==> config.mk <==
export PLATFORM = sky130hd
export DESIGN_NAME = sgb_packet_tx
export DESIGN_NICKNAME = d
export VERILOG_FILES = /design/src/rtl/sgb_packet_tx.sv
export SDC_FILE = /design/constraint.sdc
export NUM_CORES = 1
export LEC_CHECK = 0
export ABC_AREA = 1
export BUFFER_PORTS_ARGS = -buffer_cell sky130_fd_sc_hd__buf_2
export CAP_MARGIN = 20
export CELL_PAD_IN_SITES_DETAIL_PLACEMENT = 2
export CELL_PAD_IN_SITES_GLOBAL_PLACEMENT = 2
export CORE_MARGIN = 3
export CORE_UTILIZATION = 37
export DETAILED_ROUTE_END_ITERATION = 10
export GPL_TIMING_DRIVEN = 0
export HOLD_SLACK_MARGIN = 0.02
export PLACE_DENSITY_LB_ADDON = 0.1
export SYNTH_ARGS = -nofsm -noshare
export SYNTH_HDL_FRONTEND = slang
export SYNTH_SLANG_ARGS = --single-unit
==> constraint.sdc <==
create_clock -name clk -period 2.42 [get_ports clk]
set_input_delay 0.484 -clock clk [delete_from_list [all_inputs] [get_ports clk]]
set_output_delay 0.484 -clock clk [all_outputs]
set_load 0.05 [all_outputs]
==> src/rtl/sgb_packet_tx.sv <==
// Serialises a 16-byte SGB command packet onto {P15,P14}, owning the lines while busy and passing the CPU through when idle.
// Latency: start to done is RESET+HIGH+129*(LOW+HIGH) ce ticks; there is no backpressure, and start/wr_en are ignored while busy.
module sgb_packet_tx #(
  parameter int RESET_TICKS = 8,
  parameter int LOW_TICKS   = 4,
  parameter int HIGH_TICKS  = 4
) (
  input  logic       clk,
  input  logic       rst_n,
  input  logic       ce,
  input  logic       wr_en,
  input  logic [3:0] wr_addr,
  input  logic [7:0] wr_data,
  input  logic       start,
  input  logic       abort,
  input  logic [1:0] cpu_p54,
  output logic       busy,
  output logic       done,
  output logic [1:0] joy_p54
);

  typedef enum logic [2:0] {
    IDLE, RST_LO, RST_HI, BIT_LO, BIT_HI, STOP_LO, STOP_HI
  } state_t;

  localparam logic [7:0] RST_END  = 8'(RESET_TICKS - 1);
  localparam logic [7:0] LOW_END  = 8'(LOW_TICKS - 1);
  localparam logic [7:0] HIGH_END = 8'(HIGH_TICKS - 1);

  state_t     state;
  logic [7:0] tick;
  logic [6:0] bit_idx;
  logic [1:0] p54_q;
  logic [7:0] pkt_buf [16];

  logic [7:0] ph_last;
  logic       phase_end;
  logic [6:0] bit_nxt;
  logic       bit_val;
  logic [1:0] bit_lvl;

  always_comb begin
    ph_last = 8'd0;
    case (state)
      RST_LO:                   ph_last = RST_END;
      RST_HI, BIT_HI, STOP_HI:  ph_last = HIGH_END;
      BIT_LO, STOP_LO:          ph_last = LOW_END;
      default:                  ph_last = 8'd0;
    endcase
  end

  assign phase_end = ce && (tick == ph_last);

  // Bit that the next BIT_LO will carry: 0 after the reset pulse, b+1 after a bit.
  always_comb begin
    bit_nxt = (state == BIT_HI) ? bit_idx + 7'd1 : 7'd0;
    bit_val = pkt_buf[bit_nxt[6:3]][bit_nxt[2:0]];
    bit_lvl = bit_val ? 2'b01 : 2'b10;
  end

  always_ff @(posedge clk or negedge rst_n) begin
    if (!rst_n) begin
      state   <= IDLE;
      busy    <= 1'b0;
      done    <= 1'b0;
      tick    <= 8'd0;
      bit_idx <= 7'd0;
      p54_q   <= 2'b11;
      for (int i = 0; i < 16; i++) pkt_buf[i] <= 8'd0;
    end else begin
      done <= 1'b0;
      if (state == IDLE) begin
        if (wr_en) pkt_buf[wr_addr] <= wr_data;
        if (start) begin
          state   <= RST_LO;
          busy    <= 1'b1;
          tick    <= 8'd0;
          bit_idx <= 7'd0;
          p54_q   <= 2'b00;
        end
      end else if (abort) begin
        state <= IDLE;
        busy  <= 1'b0;
        tick  <= 8'd0;
        p54_q <= 2'b11;
      end else if (ce) begin
        if (!phase_end) begin
          tick <= tick + 8'd1;
        end else begin
          tick <= 8'd0;
          case (state)
            RST_LO: begin
              state <= RST_HI;
              p54_q <= 2'b11;
            end
            RST_HI: begin
              state <= BIT_LO;
              p54_q <= bit_lvl;
            end
            BIT_LO: begin
              state <= BIT_HI;
              p54_q <= 2'b11;
            end
            BIT_HI: begin
              if (bit_idx == 7'd127) begin
                state <= STOP_LO;
                p54_q <= 2'b10;
              end else begin
                state   <= BIT_LO;
                bit_idx <= bit_nxt;
                p54_q   <= bit_lvl;
              end
            end
            STOP_LO: begin
              state <= STOP_HI;
              p54_q <= 2'b11;
            end
            STOP_HI: begin
              state   <= IDLE;
              busy    <= 1'b0;
              done    <= 1'b1;
              bit_idx <= 7'd0;
              p54_q   <= 2'b11;
            end
            default: begin
              state <= IDLE;
              busy  <= 1'b0;
              p54_q <= 2'b11;
            end
          endcase
        end
      end
    end
  end

  assign joy_p54 = busy ? p54_q : cpu_p54;

endmodule
==> reports/metrics.yaml, run 1 <==
cts_tree: "yes"
hold_depth: 3
nNetsFinal: 1081
antenna_cells: 0
totalWireLength_mm: 32.3
r2r_start: "state[1]"
syn_nets: 1010
violations: "negative setup slack"
placedInstanceArea_um2: 8170
fin_skew_ns: 0.00841
worst_slack_ns: -0.0656
clk_pin_slew_ns: 0.07
min_from: "wr_data[7]"
drc: 0
cts_sinks: 150
finalSetupViolCount: 3
routedWlPerCell_um: 24.1
r2r_cells: 17
ys_seq_area_share_pct: 48.8
syn_area_per_cell_um2: 7.79
rsz0062_at_grt: "true"
grt_overflow: 0
final_util_pct: 46.9
cp_slowest_cell: "dfrtp_1"
busiest_layer: "met2"
cts_root_buf: "clkbuf_16"
critPathRequiredTime_ns: 2.80
rows: 52
r2r-end: "p54_q[1]"
drive_above_1_share_pct: 19.1
final_hold_viol_count: 0
status: "complete, but fails checks"
die_h_um: 150
grt_pass1_wl_mm: 46.8
clock.fmax_mhz: 402
worstSetupStartpointType: "flop"
io_buffer_count: 19
grt_max_degree: 86
period_share_pct: 103
syn_inst: 988
min_to: "pkt_buf[15]"
coreArea_um2: 20400
ir_drop_mv: 0.554
relSlewSlack_pct: 32.8
ant_nets: 0
grt.total_usage_pct: 27.9
insertion_delay_ns: 0.44
crit_path_max_incr_delay_ns: 0.42
gp_congestion: 0.853
drt_iter0_drc: 398
syn_area_um2: 7700
hp-class: "input pin to flop"
pwr_density_cell_nw_per_um2: 1090
cts_inserted_buffers: 17
clockBufferDepth: 2
worstSetupPathType: "flop to flop"
ioPinCount: 24
setup_tns_ns: -0.109
leakage_nw: 4.48
rrSetupSlack_ns: -0.07
fill_cells: 2295
dieArea_um2: 22600
syn2layout_area_growth_pct: 24.0
crit_fanout: 6
tightest_slew_ns: 1.01
initial_core_util_pct: 37.8
critPathCaptureType: "flop"
post-route-min-period_ns: 2.49
dr.pass1.iters: 6
slew_viol_final: 0
regArea_um2: 3760
cap_violations: 0
h-tree-depth: 4
multiInputGateArea_um2: 3420
die_w_um: 150
antenna_found_initial: 0
use_met2_pct: 43.6
ys_types: 42
grt_util_met3_pct: 4.46
crit_path_cell_trace: "inv_2, nand2_4, nor2_8, buf_12, buf_8, nand3_4, clkinv_8, buf_12, o211ai_1, nand3_1, nand3_2, nand3_2, nand3_2, nand3_4, nand3_2, nand2_2, nand2_2"
met1_usage_pct: 40.7
dp_hpwl_mm: 20.5
ys_seq_elements: 150
stdcell_area_um2: 9550
ys_warn_count: 0
cp.arrival_ns: 2.86
via_count: 7383
viasPerCell: 5.50
crit_path_frequent_cell: "nand3_2"
first_global_vias: 7756
worst max-delay path, delay by kind of cell (launching register included):
kind            cells  cell delay, ns
compound gates      1            0.19
buf+inv             5            0.59
flops               1            0.42
simple gates       11            1.20
cell families (layout without fill, tap and decap cells):
group                    after synthesis  in the layout  synth area share [%]
AND/OR/NAND/NOR                      454            454                  26.0
buffers and inverters                190            274                  10.7
AO/OA/AOI/OAI                        187            187                  13.6
flip-flops                           150            150                  48.8
XOR/XNOR                               5              5                 0.569
adder cells (fa/ha/maj)                2              2                 0.325
repair_timing:
item,CTS,global route
hold endpoints to repair,9,0
pin swaps,5,22
buffers inserted,5,26
endpoints found under the setup margin,86,113
hold buffers,1,0
cloned,0,3
resized for setup,24,89
cell usage in the layout (no fill, tap or decap), types with 2 or more instances in the layout:
cell type	synthesis	layout
nand2_2	2	9
nand2_4	0	2
bufinv_16	0	3
o21ai_0	120	119
dfrtp_1	148	144
nand4_1	6	6
buf_2	16	28
clkbuf_16	0	20
o211ai_2	9	6
buf_4	6	31
clkbuf_4	0	3
nor2_2	1	6
nor4_4	1	4
nand3_2	3	26
o21ai_2	1	3
dfstp_2	2	2
dfrtp_2	0	4
o211ai_1	8	8
nor2_1	46	41
nand3_1	106	79
nand3_4	1	5
buf_6	9	7
clkbuf_2	0	3
inv_1	134	133
nand2_1	270	261
inv_6	0	5
nor4_1	2	2
buf_12	0	7
o21ai_1	15	14
clkinvlp_4	0	3
nor3_1	6	6
a21oi_1	24	24
clkinv_4	0	2
buf_8	0	6
inv_2	6	5
xor2_1	5	5
o22ai_1	6	6
clkbuf_1	15	11
inv_4	1	2
o211ai_4	0	3
where the power goes:
part / total, mW / switching (mW) / internal [mW]
sequential: 4.20 / 0.539 / 3.66
clock: 2.87 / 1.20 / 1.67
combinational: 3.39 / 2.27 / 1.12
worst max path at each step:
| stage | startpoint | to | slack, ns | cells after the start |
|---|---|---|---|---|
| after floorplan | bit_idx[0] | p54_q[1] | 0.43 | 16 |
| after global placement | rst_n | tick[6] | -1.62 | 1 |
| after detailed placement | bit_idx[0] | p54_q[1] | -0.36 | 16 |
| after CTS | state[0] | pkt_buf[102] | -0.08 | 11 |
| after global routing | state[0] | pkt_buf[78] | -0.18 | 10 |
| final | state[1] | p54_q[1] | -0.07 | 17 |
sequential cells by signal, indices dropped and copies added (netlist names):
register and count:
bit_idx 7, done 1, state 3, tick 8
pkt_buf 128, p54_q 2, busy 1
metal layers:
metal  vias up  routed length, um
li1       3322                  -
met1      3823              14800
met2       187              15200
met3        51               1630
met4         0                659
met5         -                  0
stage by stage:
step	worst slack, ns	hold slack [ns]	cells	power [mW]
2_1_floorplan	0.434	0.188	988	6.21
3_3_place_gp	-1.62	0.456	1277	6.90
3_5_place_dp	-0.363	0.462	1278	7.16
4_1_cts	-0.0849	0.276	1316	10.2
5_1_grt	-0.184	0.327	1342	11.2
6_report	-0.0656	0.283	1342	10.5
cell type report:
class / instances / share of cell area, %
Buffer: 45 / 4.01
Clock buffer: 20 / 4.68
Clock inverter: 12 / 1.73
Inverter: 142 / 5.82
Multi-Input combinational cell: 648 / 35.8
Sequential cell: 150 / 39.4
Tap cell: 270 / 3.54
Timing Repair Buffer: 55 / 5.10
synthesized netlist by cell type (all sizes together):
cell type / count / area [um^2]
nor3: 8 / 50.1
a21oi: 24 / 120
o22ai: 6 / 37.5
ha: 2 / 25.0
nand3b: 1 / 7.51
and3: 1 / 6.26
nor4: 6 / 71.3
o21ai: 136 / 684
nand3: 110 / 578
inv: 141 / 532
dfstp: 2 / 52.6
xor2: 5 / 43.8
dfrtp: 148 / 3700
clkinv: 1 / 3.75
nand2: 272 / 1030
nor2: 49 / 210
nand4: 7 / 50.1
buf: 33 / 234
o32ai: 1 / 8.76
clkbuf: 15 / 56.3
a31oi: 2 / 18.8
o21bai: 1 / 7.51
o211ai: 17 / 173
Power figures use the tool's default switching activity.
==> run 2, diff against run 1 <==
- PLACE_DENSITY: unset -> 0.85
- PLACE_DENSITY_LB_ADDON: 0.1 -> unset
==> reports/metrics.yaml, run 2 (synthesis gave the netlist of run 1 again) <==
clk_pin_slew_ns: 0.07
initial_core_util_pct: 37.8
cts_tree: "yes"
layout_commonest_cell: "nand2_1"
cts_sinks: 150
insertion_delay_ns: 0.44
hp-class: "input pin to asynchronous set/reset pin"
drc: 0
status: "complete, but fails checks"
fill_cells: 2269
crit_fanout: 10
syn2layout_area_growth_pct: 21.0
worstSetupStartpointType: "flop"
relSlewSlack_pct: 31.9
ioPinCount: 24
finalSetupViolCount: 2
clockBufferDepth: 2
gp_congestion: 0.924
viasPerCell: 5.78
rows: 52
dr.pass1.iters: 5
die_w_um: 150
worst_slack_ns: -0.0966
die_h_um: 150
drt_iter0_drc: 690
crit_path_cell_trace: "inv_1, nand2_2, nand3_4, buf_2, nand2_1, o21ai_1, nand2_1, nand3_2, nand3_1, nand3_2, nand3_2, nand3_2, nand3_1, nand2_1, nand2_1"
slew_viol_final: 0
grt_pass1_wl_mm: 48.0
grt.total_usage_pct: 28.6
nNetsFinal: 1071
routedWlPerCell_um: 26.1
largest_register: "pkt_buf"
rsz0062_at_grt: "true"
path_buf_inv: 2
worstSetupPathType: "flop to flop"
grt_max_degree: 85
fin_skew_ns: 0.00885
total_power_mw: 10.8
clock.fmax_mhz: 397
cts_inserted_buffers: 17
drive_above_1_share_pct: 17.5
cp_slowest_cell: "dfrtp_2"
placedInstanceArea_um2: 8170
ant_nets: 0
leakage_nw: 4.38
ir_drop_mv: 0.493
cp.arrival_ns: 2.89
cap_violations: 0
critPathCaptureType: "flop"
io_buffer_count: 19
crit_path_max_incr_delay_ns: 0.47
cts_root_buf: "clkbuf_16"
antenna_found_initial: 0
dp_hpwl_mm: 20.1
h-tree-depth: 4
top_regs: "pkt_buf (128), tick (8), bit_idx (7)"
setup_tns_ns: -0.175
largest_register_ffs: 128
final_hold_viol_count: 0
critPathRequiredTime_ns: 2.79
tightest_slew_ns: 1.02
grt_overflow: 0
totalWireLength_mm: 34.7
via_count: 7697
pwr_density_cell_nw_per_um2: 1160
antenna_cells: 0
first_global_vias: 7946
stdcell_area_um2: 9320
period_share_pct: 104
dieArea_um2: 22600
crit_family: "simple AND/OR/NAND/NOR gates"
violations: "negative setup slack"
coreArea_um2: 20400
final_cell_mix: "262 x nand2_1, 143 x dfrtp_1, 134 x inv_1, 119 x o21ai_0, 92 x nand3_1"
post-route-min-period_ns: 2.52
[run 2: final cells by class]
class	count	area (um^2)	share of cell area (%)
Clock buffer	19	453	4.86
Inverter	142	548	5.88
Sequential cell	150	3760	40.4
Timing Repair Buffer	44	330	3.54
Tap cell	270	338	3.63
Multi-Input combinational cell	648	3340	35.8
Clock inverter	13	195	2.09
Buffer	46	355	3.81
[run 2: final timing paths]
path,startpoint,cells past startpoint,to,slack [ns]
worst max-delay path,bit_idx[3],15,p54_q[1],-0.1
worst min-delay path,rst_n,1,pkt_buf[53],0.04
worst max register to register,bit_idx[3],15,p54_q[1],-0.1
worst min register to register,p54_q[1],2,p54_q[1],0.47
max in group asynchronous,rst_n,2,bit_idx[2],1.53
min in group clk,wr_data[7],3,pkt_buf[15],0.28
[run 2: report_power, final]
| group | internal (mW) | switching, mW |
|---|---|---|
| combinational | 1.08 | 2.42 |
| sequential | 3.67 | 0.590 |
| clock | 1.80 | 1.22 |
| total | 6.54 | 4.24 |
[run 2: timing repair]
item,4_1_cts,5_1_grt
hold buffers,0,0
endpoints found under the setup margin,95,101
gates cloned,0,1
pin swaps,5,15
gates resized for setup,39,44
setup buffers,5,18
[run 2: metrics by stage]
stage               setup WS [ns]  hold WS [ns]  std cells  util [%]
floorplan                   0.434         0.188        988         -
global placement            -1.55         0.457       1277      39.9
detailed placement         -0.379         0.464       1278      40.1
CTS                      0.000681        0.0626       1313      44.2
global route               -0.168        0.0930       1332      45.8
finish                    -0.0966        0.0388       1332      45.8
[run 2: per-layer routing]
layer | vias up | GRT usage (%) | part of all wire, %
met5 | - | 0 | 0
met3 | 63 | 3.43 | 5.7
met1 | 4072 | 40.5 | 43
met2 | 263 | 46.4 | 49
li1 | 3299 | - | -
met4 | 0 | 7.96 | 2.5
[run 2: worst reg2reg max path: cells and delay by family, from the launching register on]
kind | cells | cell delay [ns]
buffers and inverters | 2 | 0.49
AND/OR/NAND/NOR | 12 | 1.32
flip-flops | 1 | 0.47
AO/OA/AOI/OAI | 1 | 0.16
